--- src/rtl/param_johnson_counter.sv ---
// Parametrised up/down Johnson counter with enable, phase load, wrap and load-error pulses.
// Optional self-correction of corrupted state when JOHNSON_SELF_CORRECT_EN is defined.
module param_johnson_counter #(
    parameter int  STAGES      = 4,
    parameter int  RESET_PHASE = 0,
    localparam int PW          = $clog2(2 * STAGES)
) (
    input  logic              clk,
    input  logic              rst,
    input  logic              en,
    input  logic              up,
    input  logic              load,
    input  logic [PW-1:0]     load_phase,
    output logic [STAGES-1:0] out,
    output logic [PW-1:0]     phase,
    output logic              wrap,
    output logic              load_err
`ifdef JOHNSON_SELF_CORRECT_EN
    ,
    output logic              illegal
`endif
);

    localparam int            LEN       = 2 * STAGES;
    localparam logic [PW-1:0] LAST      = PW'(LEN - 1);
    localparam logic [PW-1:0] RST_PHASE = PW'(RESET_PHASE);

    // Phase p < N sets the lowest p bits; p >= N clears the lowest (p - N) bits.
    function automatic logic [STAGES-1:0] code_of(input logic [PW-1:0] p);
        logic [STAGES-1:0] c;
        int                pi;
        pi = int'(p);
        c  = '0;
        for (int i = 0; i < STAGES; i++) begin
            if (pi < STAGES) c[i] = (i < pi);
            else             c[i] = (i >= pi - STAGES);
        end
        return c;
    endfunction

    logic [STAGES-1:0] out_q,   out_d;
    logic [PW-1:0]     phase_q, phase_d;
    logic              wrap_q,  wrap_d;
    logic              err_q,   err_d;
    logic              load_ok;

    assign load_ok = int'(load_phase) < LEN;

`ifdef JOHNSON_SELF_CORRECT_EN
    logic ill_q, ill_d;
    logic state_ok;

    assign state_ok = (int'(phase_q) < LEN) && (out_q == code_of(phase_q));
    assign illegal  = ill_q;
`endif

    always_comb begin
        // NOTE: every output of this block gets a default first, so no path can infer a latch.
        out_d   = out_q;
        phase_d = phase_q;
        wrap_d  = 1'b0;
        err_d   = 1'b0;
`ifdef JOHNSON_SELF_CORRECT_EN
        ill_d   = 1'b0;
        if (!state_ok) begin
            out_d   = code_of(RST_PHASE);
            phase_d = RST_PHASE;
            ill_d   = 1'b1;
        end else
`endif
        if (load) begin
            if (load_ok) begin
                out_d   = code_of(load_phase);
                phase_d = load_phase;
            end else begin
                err_d   = 1'b1;
            end
        end else if (en) begin
            if (up) begin
                out_d   = {out_q[STAGES-2:0], ~out_q[STAGES-1]};
                phase_d = (phase_q == LAST) ? '0 : phase_q + PW'(1);
                wrap_d  = (phase_q == LAST);
            end else begin
                out_d   = {~out_q[0], out_q[STAGES-1:1]};
                phase_d = (phase_q == '0) ? LAST : phase_q - PW'(1);
                wrap_d  = (phase_q == '0);
            end
        end
    end

    always_ff @(posedge clk) begin
        // NOTE: state registers use non-blocking assignments so all flops update together.
        if (!rst) begin
            out_q   <= code_of(RST_PHASE);
            phase_q <= RST_PHASE;
            wrap_q  <= 1'b0;
            err_q   <= 1'b0;
        end else begin
            out_q   <= out_d;
            phase_q <= phase_d;
            wrap_q  <= wrap_d;
            err_q   <= err_d;
        end
    end

`ifdef JOHNSON_SELF_CORRECT_EN
    always_ff @(posedge clk) begin
        if (!rst) ill_q <= 1'b0;
        else      ill_q <= ill_d;
    end
`endif

    assign out      = out_q;
    assign phase    = phase_q;
    assign wrap     = wrap_q;
    assign load_err = err_q;

endmodule

--- config.mk ---
export PLATFORM = sky130hd
export DESIGN_NAME = param_johnson_counter
export DESIGN_NICKNAME = d
export VERILOG_FILES = /design/src/rtl/param_johnson_counter.sv
export SDC_FILE = /design/constraint.sdc
export NUM_CORES = 1
export LEC_CHECK = 0
export CELL_PAD_IN_SITES_DETAIL_PLACEMENT = 1
export CELL_PAD_IN_SITES_GLOBAL_PLACEMENT = 1
export CORE_MARGIN = 3
export CORE_UTILIZATION = 37
export CTS_BUF_LIST = sky130_fd_sc_hd__clkbuf_4
export CTS_CLUSTER_DIAMETER = 120
export CTS_CLUSTER_SIZE = 24
export DETAILED_ROUTE_END_ITERATION = 10
export PLACE_DENSITY = 0.92
export SETUP_SLACK_MARGIN = 0.02
export SYNTH_ARGS = -nofsm -noshare
export SYNTH_HDL_FRONTEND = slang
export SYNTH_SLANG_ARGS = --single-unit
--- constraint.sdc ---
create_clock -name clk -period 3.7 [get_ports clk]
set_input_delay 0.37 -clock clk [delete_from_list [all_inputs] [get_ports clk]]
set_output_delay 0.37 -clock clk [all_outputs]
set_load 0.01 [all_outputs]
[Yosys cells after proc, flatten, opt, wreduce, memory -nomap -nowiden]
Cells that the tools add are included.
Cells by class
  add/sub/neg operators: 3
  order comparisons: 9
  equal/unequal tests: 1
  mux-type cells: 13
  bitwise logic cells: 4
  reduce and logical (&&, ||, !) cells: 3
Operators with widths (number)
  $mux W3: 5
  $mux W4: 3
  $ge A3 B4 Y1 const A: 2
  $lt A1 B3 Y1 const A: 2
  $lt A2 B3 Y1 const A: 2
  $mux W1: 5
  $ge A1 B4 Y1 const A: 1
  $ge A2 B4 Y1 const A: 1
  $not A1 Y1: 4
  $sub A3 B3 Y4 const B: 1
  $add A3 B1 Y3 const B: 1
  $eq A3 B3 Y1 const B: 1
  $logic_not A3 Y1: 1
  $lt A3 B3 Y1 const B: 1
  $reduce_or A3 Y1: 1
  $sub A3 B1 Y3 const B: 1
  $reduce_bool A2 Y1: 1
Storage, ports and cells
  register bits after elaboration: 8
  bits of input ports: 8
  output and inout bits: 9
  logic and storage cells: 36

[Logic depth before layout (Yosys ltp)]
Gate-level depths: netlist of run 1.
  word-level depth: 5
  depth in mapped cells: 6
  depth with buffers taken out: 6

[Worst setup path after synthesis of run 1]
No wires, ideal clock.
  kind: register to register
  start point: register phase_q[0] (netlist: phase[0])
  end point: register phase_q[1] (netlist: phase[1])
  library setup time: 0.119 ns
  arrival: 1.298 ns
  required time: 3.581 ns
  slack: 2.284 ns
  cell stages (with the launch flop): 7
  path buffers: 0
  cell sequence: dfxtp_1 > inv_1 > ha_1 > ha_1 > nor3b_1 > a211oi_1 > o221a_2
On the way
  word-level cells in the longest chain between the ends: 5
Ends and longest elaborated chain
  from (decl): RTL line 42  | logic [PW-1:0] phase_q, phase_d;
  from (signal assigned): RTL line 100  | phase_q <= phase_d;
  $sub A3 B1 Y3, or another cell as far along: RTL line 85  | phase_d = (phase_q == '0) ? LAST : phase_q - PW'(1);
  $mux W3, on equally long branches: RTL line 85, 81
  $mux W3 *: RTL line 79  | if (up) begin
  $mux W3 *: RTL line 78  | end else if (en) begin
  $mux W3 *: RTL line 71  | if (load) begin
Mark *: on every way between the ends. The rest lies on a longest branch, timed or not. The select of a mux whose other input is x is not followed.
A chain may end at the register's enable or synchronous reset.

[Final worst setup path of run 1]
  start point: register out_q[2] (netlist: out[2])
  end point: output out[2]
RTL lines
  from (decl): RTL line 41  | logic [STAGES-1:0] out_q, out_d;
  from (signal assigned): RTL line 94  | out_q <= code_of(RST_PHASE);
  from (signal assigned): RTL line 99  | out_q <= out_d;
  to (decl): RTL line 14  | output logic [STAGES-1:0] out,
No word-level cell between the ends.

==> flow_summary.toml, run 1 <==
[run_status]
status = "finished clean"

[clocking]
hold_buffers = 0
cts_max_level = 1
clk-insertion-delay-late_ps = 270
cts_made_buffers = 3
cts_tree = "yes"
post_cts_buffers = 0
clkTransAtPathRegs_ps = 60
cts-root-buf = "clkbuf_4"
cts_resized = 0
clock_path_buffers = 2
clkSinkCount = 8

[die]
io_pins = 17
start_util_pct = 41.7
num_rows = 13
die_h_um = 45.2
coreArea_sq_mm = 0.00137
die_area_sq_mm = 0.00205
fp.dieW_um = 45.2

[logic_synthesis]
netlist_instances = 66
synth-seq-area-share_pct = 28.1
yosys_warnings = 0
synth_top_family_by_area = "compound AO/OA/AOI/OAI gates"
synth-compound-area-share_pct = 23.3
ys_types = 26
syn_nets = 81
synth_xor_area_share_pct = 1.54
syn-cell-area_sq_um = 569
yosys.area_share.simple_pct = 16.5
ys_ff_latch = 8
syn_avg_cell_area_sq_um = 8.63
synth_adder_area_share_pct = 15.4
muxShareOfSynthArea_pct = 5.27

[sta]
finalSetupViolations = 0
final.period_utilization_pct = 43.4
fmax_mhz = 623
final-hold-violation-count = 0
setup_ws_ps = 2100
fin_crit_ps = 1600
rsz0062_at_grt = "no"
drv_slew = 0
tns_ps = 0
fin_skew_ps = 0.444
hold_ws_ps = 560

[route]
drc = 0
post_drt_wl_per_cell_um = 14.8
vias_per_cell = 5.68
first_pass_iters = 4
wirelength_um = 1420
vias = 545
antenna_left = 0
dr.first_iter.drc_count = 6

[critical_path]
critical_path.cell_chain = "clkdlybuf4s50_1"
path_class = "flip-flop to output pin"
required_ps = 3330
startpoint = "out[2]$_SDFFE_PN0P_"
cp_max_fo = 4
cp-start-kind = "flip-flop"
critical_path_arrival_ps = 1230
slowest_stage = "clkdlybuf4s50_1"
r2r-start = "phase[0]$_SDFFE_PN0P_"
critPathTopFamily = "buffers and inverters"
worstSetupEndpointType = "output pin"
crit_buf_inv = 1
max_stage_delay_ps = 560

[final_layout]
seqCellArea_sq_um = 160
area_growth_pct = 29.0
n_antenna_cell = 0
nets = 98
multiInputGateArea_sq_um = 357
fin_util_pct = 53.8
fillCellCount = 165
drive_gt1_share_pct = 6.17

[power]
finalPower_w = 0.000240
peakVddDrop_mv = 0.134
powerDensity_mw_per_mm2 = 327
leakage_nw = 0.330

[placed_design]
dpl_worst_slack_ps = 1830
io_buffers = 15
finalWeightedCongestion = 0.757
hpwl_um = 1140

[grt]
grt_pass1_wl_um = 2390
grt_pass1_vias = 525
antenna_found_initial = 0
overflow = 0
track_usage_pct = 16.5
grt_start_max_net_pins = 12

[worst_hold_path]
min_path_type = "flip-flop to flip-flop"
min_from = "out[3]$_SDFFE_PN0P_"

[flow_run]
maxCapViolCount = 0
## cells in the final DEF, fill, tap and decap left out, drive strengths merged
cell type,count
clkbuf,3
clkdlybuf4s50,15
a41o,1
nand2,2
mux2i,3
a21oi,2
nor2b,1
ha,7
a31o,1
nor2,8
or2b,1
nand3,1
dfxtp,8
nand2b,4
nor3,1
conb,1
inv,7
o221a,2
a311oi,1
nor3b,1
o211a,1
o21ai,2
o31ai,3
xnor2,1
a211oi,4
## synthesized netlist by cell type, drive strengths merged
library cell	number	area share, %
o21ai	2	1.8
or2b	1	1.3
nand3	1	0.88
a41o	1	1.8
a21oi	2	1.8
inv	7	4.6
a31o	1	1.5
nor3b	1	1.3
xnor2	1	1.5
nor2b	1	1.1
buf	3	4.6
o221a	2	4.0
o31ai	3	4.0
mux2i	3	5.3
nor3	1	0.88
a311oi	1	1.5
o211a	1	1.8
ha	7	15
a211oi	4	5.3
conb	1	0.66
nor2	8	5.3
dfxtp	8	28
nand2b	4	4.4
nand2	2	1.3
## routing by layer
metal	global-route usage [%]	up-vias	wire [um]
li1	-	262	-
met1	19.1	261	625
met2	27.1	17	679
met3	2.39	5	72
met4	12.3	0	46
met5	0	-	0
## cell families after synthesis
family | Yosys count
flops | 8
simple gates | 19
fa+ha+maj | 7
other cells | 1
mux | 3
compound gates | 17
xor+xnor | 1
buf+inv | 10
## area by class of cell
type / instances / share of cell area, %
inverters: 7 / 3.58
repair buffers: 15 / 20.4
multi-input cells: 48 / 48.6
well taps: 15 / 2.56
flip-flops and latches: 8 / 21.8
clock buffers: 3 / 3.07
## sequential cells by signal (all words and copies together) (netlist names)
| signal | flops |
|---|---|
| phase | 3 |
| out | 4 |
| wrap | 1 |
## through the flow
step	instances	cell area (sq um)
finish	96	734
global placement	93	712
global route	96	734
detailed placement	93	712
CTS	96	734
floorplan	66	569
## path summary, 6_finish.rpt
| kind | to | slack [ps] | cells past startpoint |
|---|---|---|---|
| setup / recovery | out[2] | 2100 | 1 |
| hold reg to reg | out[3]$_SDFFE_PN0P_ | 560 | 2 |
| setup reg to reg | phase[1]$_SDFFE_PN0P_ | 2160 | 6 |
| hold / removal | out[3]$_SDFFE_PN0P_ | 560 | 2 |
## report_power, final
part	internal, W	leakage, nW	switching [W]
sequential	0.0000931	0.0664	0.00000707
clock	0.0000374	0.0138	0.0000333
combinational	0.0000366	0.249	0.0000330
total	0.000167	0.330	0.0000733
(Power assumes the default switching activity.)
==> run 2, diff against run 1 <==
--- a/config.mk
+++ b/config.mk
@@ -7,13 +7,14 @@
 export LEC_CHECK = 0
 export CELL_PAD_IN_SITES_DETAIL_PLACEMENT = 1
 export CELL_PAD_IN_SITES_GLOBAL_PLACEMENT = 1
+export CORE_ASPECT_RATIO = 1.25
 export CORE_MARGIN = 3
-export CORE_UTILIZATION = 37
+export CORE_UTILIZATION = 31
 export CTS_BUF_LIST = sky130_fd_sc_hd__clkbuf_4
 export CTS_CLUSTER_DIAMETER = 120
 export CTS_CLUSTER_SIZE = 24
 export DETAILED_ROUTE_END_ITERATION = 10
-export PLACE_DENSITY = 0.92
+export PLACE_DENSITY = 0.83
 export SETUP_SLACK_MARGIN = 0.02
 export SYNTH_ARGS = -nofsm -noshare
 export SYNTH_HDL_FRONTEND = slang
==> constraint.sdc (replaced) <==
create_clock -name clk -period 1.47 [get_ports clk]
set_input_delay 0.147 -clock clk [delete_from_list [all_inputs] [get_ports clk]]
set_output_delay 0.147 -clock clk [all_outputs]
set_load 0.01 [all_outputs]
==> run 2 against run 1 <==
Register-to-register slack got worse by 2100 ps. Clock power increased to 2.5 times the previous value. Sequential share of layout area decreased by 2.3 points. Routed wire length increased by 8.8%. Total power increased to 2.7 times the previous value. Combinational power increased to 3.1 times the previous value. Clock skew increased by 4.0 ps. Via count increased by 3.1%. Largest power group unchanged.
==> flow_summary.toml, run 2 (synthesized netlist as in run 1, its figures left out) <==
[final_layout]
fillCellCount = 205
layout_commonest_cell = "clkdlybuf4s50_1"
stdcell_area_sq_um = 832
drive_gt1_share_pct = 21.3
area_growth_pct = 46.2
largest_reg_flops = 4
final_cell_mix = "clkdlybuf4s50_1, nor2_1, buf_4"
final_cells = 107
n_antenna_cell = 0
nets = 106

[sta]
fin_skew_ps = 4.45
fin_crit_ps = 1400
drv_slew = 0
fmax_mhz = 712
final-hold-violation-count = 0
finalSetupViolations = 0
final.period_utilization_pct = 95.5
rsz0062_at_grt = "no"

[placed_design]
finalWeightedCongestion = 0.765
hpwl_um = 1190
io_buffers = 15
place_area_sq_um = 776
dp.cells = 104

[run_status]
status = "finished clean"

[critical_path]
critical_path.cell_chain = "ha_1, ha_1, nand2b_1, a211oi_2, o221a_2"
r2r-end = "phase[1]$_SDFFE_PN0P_"
required_ps = 1670
worstSetupEndpointType = "flip-flop"
slowest_stage = "dfxtp_2"
cp_common_cell = "ha_1"
path_class = "flip-flop to flip-flop"
critPathTopFamily = "compound AO/OA/AOI/OAI gates"
critical_path_arrival_ps = 1600
cp-start-kind = "flip-flop"
r2r-start = "phase[0]$_SDFFE_PN0P_"
r2r_slack_ps = 70
cp_max_fo = 3
max_stage_delay_ps = 330
crit_buf_inv = 0
reg2reg_depth = 5
path_depth = 5

[route]
first_pass_iters = 4
antenna_left = 0
vias = 562
drc = 0
post_drt_wl_per_cell_um = 14.5
vias_per_cell = 5.25
wirelength_um = 1550
dr.first_iter.drc_count = 6

[clocking]
cts_tree = "yes"
clkSinkCount = 8
cts_max_level = 1
clk-insertion-delay-late_ps = 260
cts_made_buffers = 3
clkTransAtPathRegs_ps = 60
cts-root-buf = "clkbuf_4"
clock_path_buffers = 2
post_cts_buffers = 0

[grt]
grt_pass1_wl_um = 2500
grt_start_max_net_pins = 11
track_usage_pct = 14.4
grt_pass1_vias = 574
antenna_found_initial = 0
overflow = 0

[die]
die_h_um = 53.9
die_area_sq_mm = 0.00239
start_util_pct = 34.7
fp.dieW_um = 44.3
io_pins = 17
num_rows = 16
coreArea_sq_mm = 0.00164

[worst_hold_path]
min_from = "phase[2]$_SDFFE_PN0P_"
holdPathEnd = "phase[2]$_SDFFE_PN0P_"
min_path_cells = 2
min_path_type = "flip-flop to flip-flop"

[power]
powerDensity_mw_per_mm2 = 780
peakVddDrop_mv = 0.276
leakage_nw = 0.373

[flow_run]
maxCapViolCount = 0
## run 2: what timing repair did
item | in CTS | in global routing
hold buffers | 0 | 0
endpoints found under the setup margin | 2 | 2
pin swaps | 0 | 3
gates resized for setup | 3 | 5
## run 2: how the worst max path moves through the flow
stage,slack (ps),endpoint,start
floorplan,50,phase[1]$_SDFFE_PN0P_,phase[0]$_SDFFE_PN0P_
global placement,-0.8,out[0]$_SDFFE_PN0P_,up
detailed placement,-20,out[2]$_SDFFE_PN0P_,load_phase[1]
CTS,40,phase[1]$_SDFFE_PN0P_,phase[1]$_SDFFE_PN0P_
global route,20,phase[1]$_SDFFE_PN0P_,phase[0]$_SDFFE_PN0P_
finish,70,phase[1]$_SDFFE_PN0P_,phase[0]$_SDFFE_PN0P_
## run 2: worst register-to-register path, delay by kind of cell (launching register included)
kind	cells	cell delay, ps
compound gates	2	470
flops	1	330
fa+ha+maj	2	390
simple gates	1	160
## run 2: power by group
part	switching, W	leakage, nW	internal, W	total (W)
Combinational	0.0000967	0.293	0.000121	0.000218
Sequential	0.0000164	0.0669	0.000235	0.000252
Clock	0.0000852	0.0138	0.0000942	0.000179
Total	0.000198	0.373	0.000451	0.000649
## run 2: area by class of cell
cell class | count | area (sq um) | area share, %
Multi-Input combinational cell | 48 | 388 | 46.6
Timing Repair Buffer | 23 | 210 | 25.3
Sequential cell | 8 | 163 | 19.5
Inverter | 7 | 26.3 | 3.16
Clock buffer | 3 | 22.5 | 2.71
Tap cell | 18 | 22.5 | 2.71
## run 2: routing by layer
layer / wire, um / GRT usage [%]
met2: 836 / 28.2
met1: 613 / 14.2
met4: 15 / 7.54
met3: 83 / 2.34
met5: 0 / 0
## run 2: per-stage QoR
step	TNS [ps]	utilization (%)	setup slack, ps	power, W	hold slack (ps)
floorplan	0	-	53.5	0.000351	289
global placement	-0.818	47.3	-0.818	0.000440	551
detailed placement	-39.4	47.3	-19.7	0.000449	558
CTS	0	49.3	39.3	0.000639	567
global route	0	50.7	17.3	0.000684	578
finish	0	50.7	65.7	0.000649	571
==> run 3, diff against run 2 <==
==> config.mk (replaced) <==
export PLATFORM = sky130hd
export DESIGN_NAME = param_johnson_counter
export DESIGN_NICKNAME = d
export VERILOG_FILES = /design/src/rtl/param_johnson_counter.sv
export SDC_FILE = /design/constraint.sdc
export NUM_CORES = 1
export LEC_CHECK = 0
export CORE_MARGIN = 3
export CORE_UTILIZATION = 41
export CTS_BUF_LIST = sky130_fd_sc_hd__clkbuf_4
export CTS_CLUSTER_DIAMETER = 120
export CTS_CLUSTER_SIZE = 24
export DETAILED_ROUTE_END_ITERATION = 10
export PLACE_DENSITY = 0.81
export SETUP_SLACK_MARGIN = 0.02
export SYNTH_ARGS = -nofsm -noshare
export SYNTH_HDL_FRONTEND = slang
export SYNTH_SLANG_ARGS = --single-unit
==> run 3 against run 2 <==
Count of clock-buffer cells in the layout is the same. Utilization grew 17 points. Critical endpoint is now phase[0]. Critical path type is now flip-flop to output pin. Total power shrank 4.8%. Largest power group unchanged.
==> flow_summary.toml, run 3 (synthesized netlist as in run 1, its figures left out) <==
[critical_path]
timing.critical_path.to = "phase[0]"
critical_path.cell_chain = "buf_4, clkdlybuf4s50_1"
cp-start-kind = "flip-flop"
r2r-start = "phase[0]$_SDFFE_PN0P_"
max_stage_delay_ps = 520
required_ps = 1320
startpoint = "phase[0]$_SDFFE_PN0P_"
critical_path_arrival_ps = 1230
r2r-end = "phase[1]$_SDFFE_PN0P_"
path_class = "flip-flop to output pin"
reg2reg_depth = 5
r2r_slack_ps = 110
worstSetupEndpointType = "output pin"
cp_max_fo = 3
slowest_stage = "clkdlybuf4s50_1"

[clocking]
post_cts_buffers = 0
cts-root-buf = "clkbuf_4"
clkTransAtPathRegs_ps = 60
cts_tree = "yes"
clkSinkCount = 8
cts_made_buffers = 3
clock_path_buffers = 2
clk-insertion-delay-late_ps = 250
cts_max_level = 1

[route]
vias_per_cell = 5.48
drc = 0
first_pass_iters = 4
post_drt_wl_per_cell_um = 12.3
dr.first_iter.drc_count = 15
wirelength_um = 1270
vias = 564
antenna_left = 0

[placed_design]
io_buffers = 15
dpl_worst_slack_ps = -25.3
finalWeightedCongestion = 0.738
hpwl_um = 1030

[sta]
setup_ws_ps = 91.3
fin_crit_ps = 1380
finalSetupViolations = 0
drv_slew = 0
final.period_utilization_pct = 93.8
fin_skew_ps = 0.187
rsz0062_at_grt = "no"
final-hold-violation-count = 0
fmax_mhz = 725

[die]
coreArea_sq_mm = 0.00120
io_pins = 17
fp.dieW_um = 43.3
die_area_sq_mm = 0.00187
start_util_pct = 47.4
num_rows = 12
die_h_um = 43.3

[final_layout]
fillCellCount = 107
fin_util_pct = 67.3
largest_reg_flops = 4
drive_gt1_share_pct = 20.2
area_growth_pct = 42.0
final_cell_mix = "clkdlybuf4s50_1, nor2_1, buf_4"
n_antenna_cell = 0
nets = 106
layout_commonest_cell = "clkdlybuf4s50_1"

[grt]
overflow = 0
antenna_found_initial = 0
track_usage_pct = 14.6
grt_pass1_vias = 523
grt_start_max_net_pins = 11
grt_pass1_wl_um = 2040

[power]
leakage_nw = 0.371
powerDensity_mw_per_mm2 = 765
finalPower_w = 0.000618
peakVddDrop_mv = 0.570

[run_status]
status = "finished clean"

[flow_run]
maxCapViolCount = 0

[worst_hold_path]
min_path_type = "flip-flop to flip-flop"
## run 3: worst min path at each step
stage	from	end	cells after the start
floorplan	rst	out[2]$_SDFFE_PN0P_	1
global placement	out[3]$_SDFFE_PN0P_	out[3]$_SDFFE_PN0P_	2
detailed placement	phase[2]$_SDFFE_PN0P_	phase[2]$_SDFFE_PN0P_	2
CTS	phase[2]$_SDFFE_PN0P_	phase[2]$_SDFFE_PN0P_	2
global route	phase[2]$_SDFFE_PN0P_	phase[2]$_SDFFE_PN0P_	2
finish	out[3]$_SDFFE_PN0P_	out[3]$_SDFFE_PN0P_	2
## run 3: routing by layer
metal / part of all wire, % / vias up / wire length (um) / GRT usage [%]
met5: 0 / - / 0 / 0
met4: 1.6 / 0 / 20 / 9.64
met3: 6.9 / 2 / 87 / 3.81
met2: 48 / 24 / 607 / 25.1
met1: 43 / 258 / 550 / 15.3
li1: - / 280 / - / -
## run 3: layout make-up
type	count	area [sq um]	area share, %
timing repair buffer	23	210	26.0
sequential	8	163	20.1
tap	14	17.5	2.17
inverter	7	26.3	3.25
clock buffer	3	22.5	2.79
multi-input combinational	48	369	45.7
## run 3: timing repair
item / in CTS / in global routing
pin swaps: 0 / 2
hold endpoints to repair: 0 / 0
cloned: 0 / 0
gates resized for setup: 2 / 3
hold buffers: 0 / 0
endpoints found under the setup margin: 1 / 2
## run 3: worst max-delay path: cells and delay by family (launching register included)
kind	cells	cell delay [ps]
buf+inv	2	640
flops	1	340
## run 3: report_power, final
part / switching (W) / internal (W)
combinational: 0.0000863 / 0.000109
clock: 0.0000781 / 0.0000937
sequential: 0.0000157 / 0.000235
total: 0.000180 / 0.000438
## run 3: metrics by stage
stage | area (sq um) | hold WS (ps) | setup TNS, ps | cells
floorplan | 569 | 289 | 0 | 66
global placement | 771 | 543 | -27.8 | 100
global route | 808 | 604 | 0 | 103
finish | 808 | 572 | 0 | 103
CTS | 803 | 575 | 0 | 103
detailed placement | 771 | 566 | -25.3 | 100
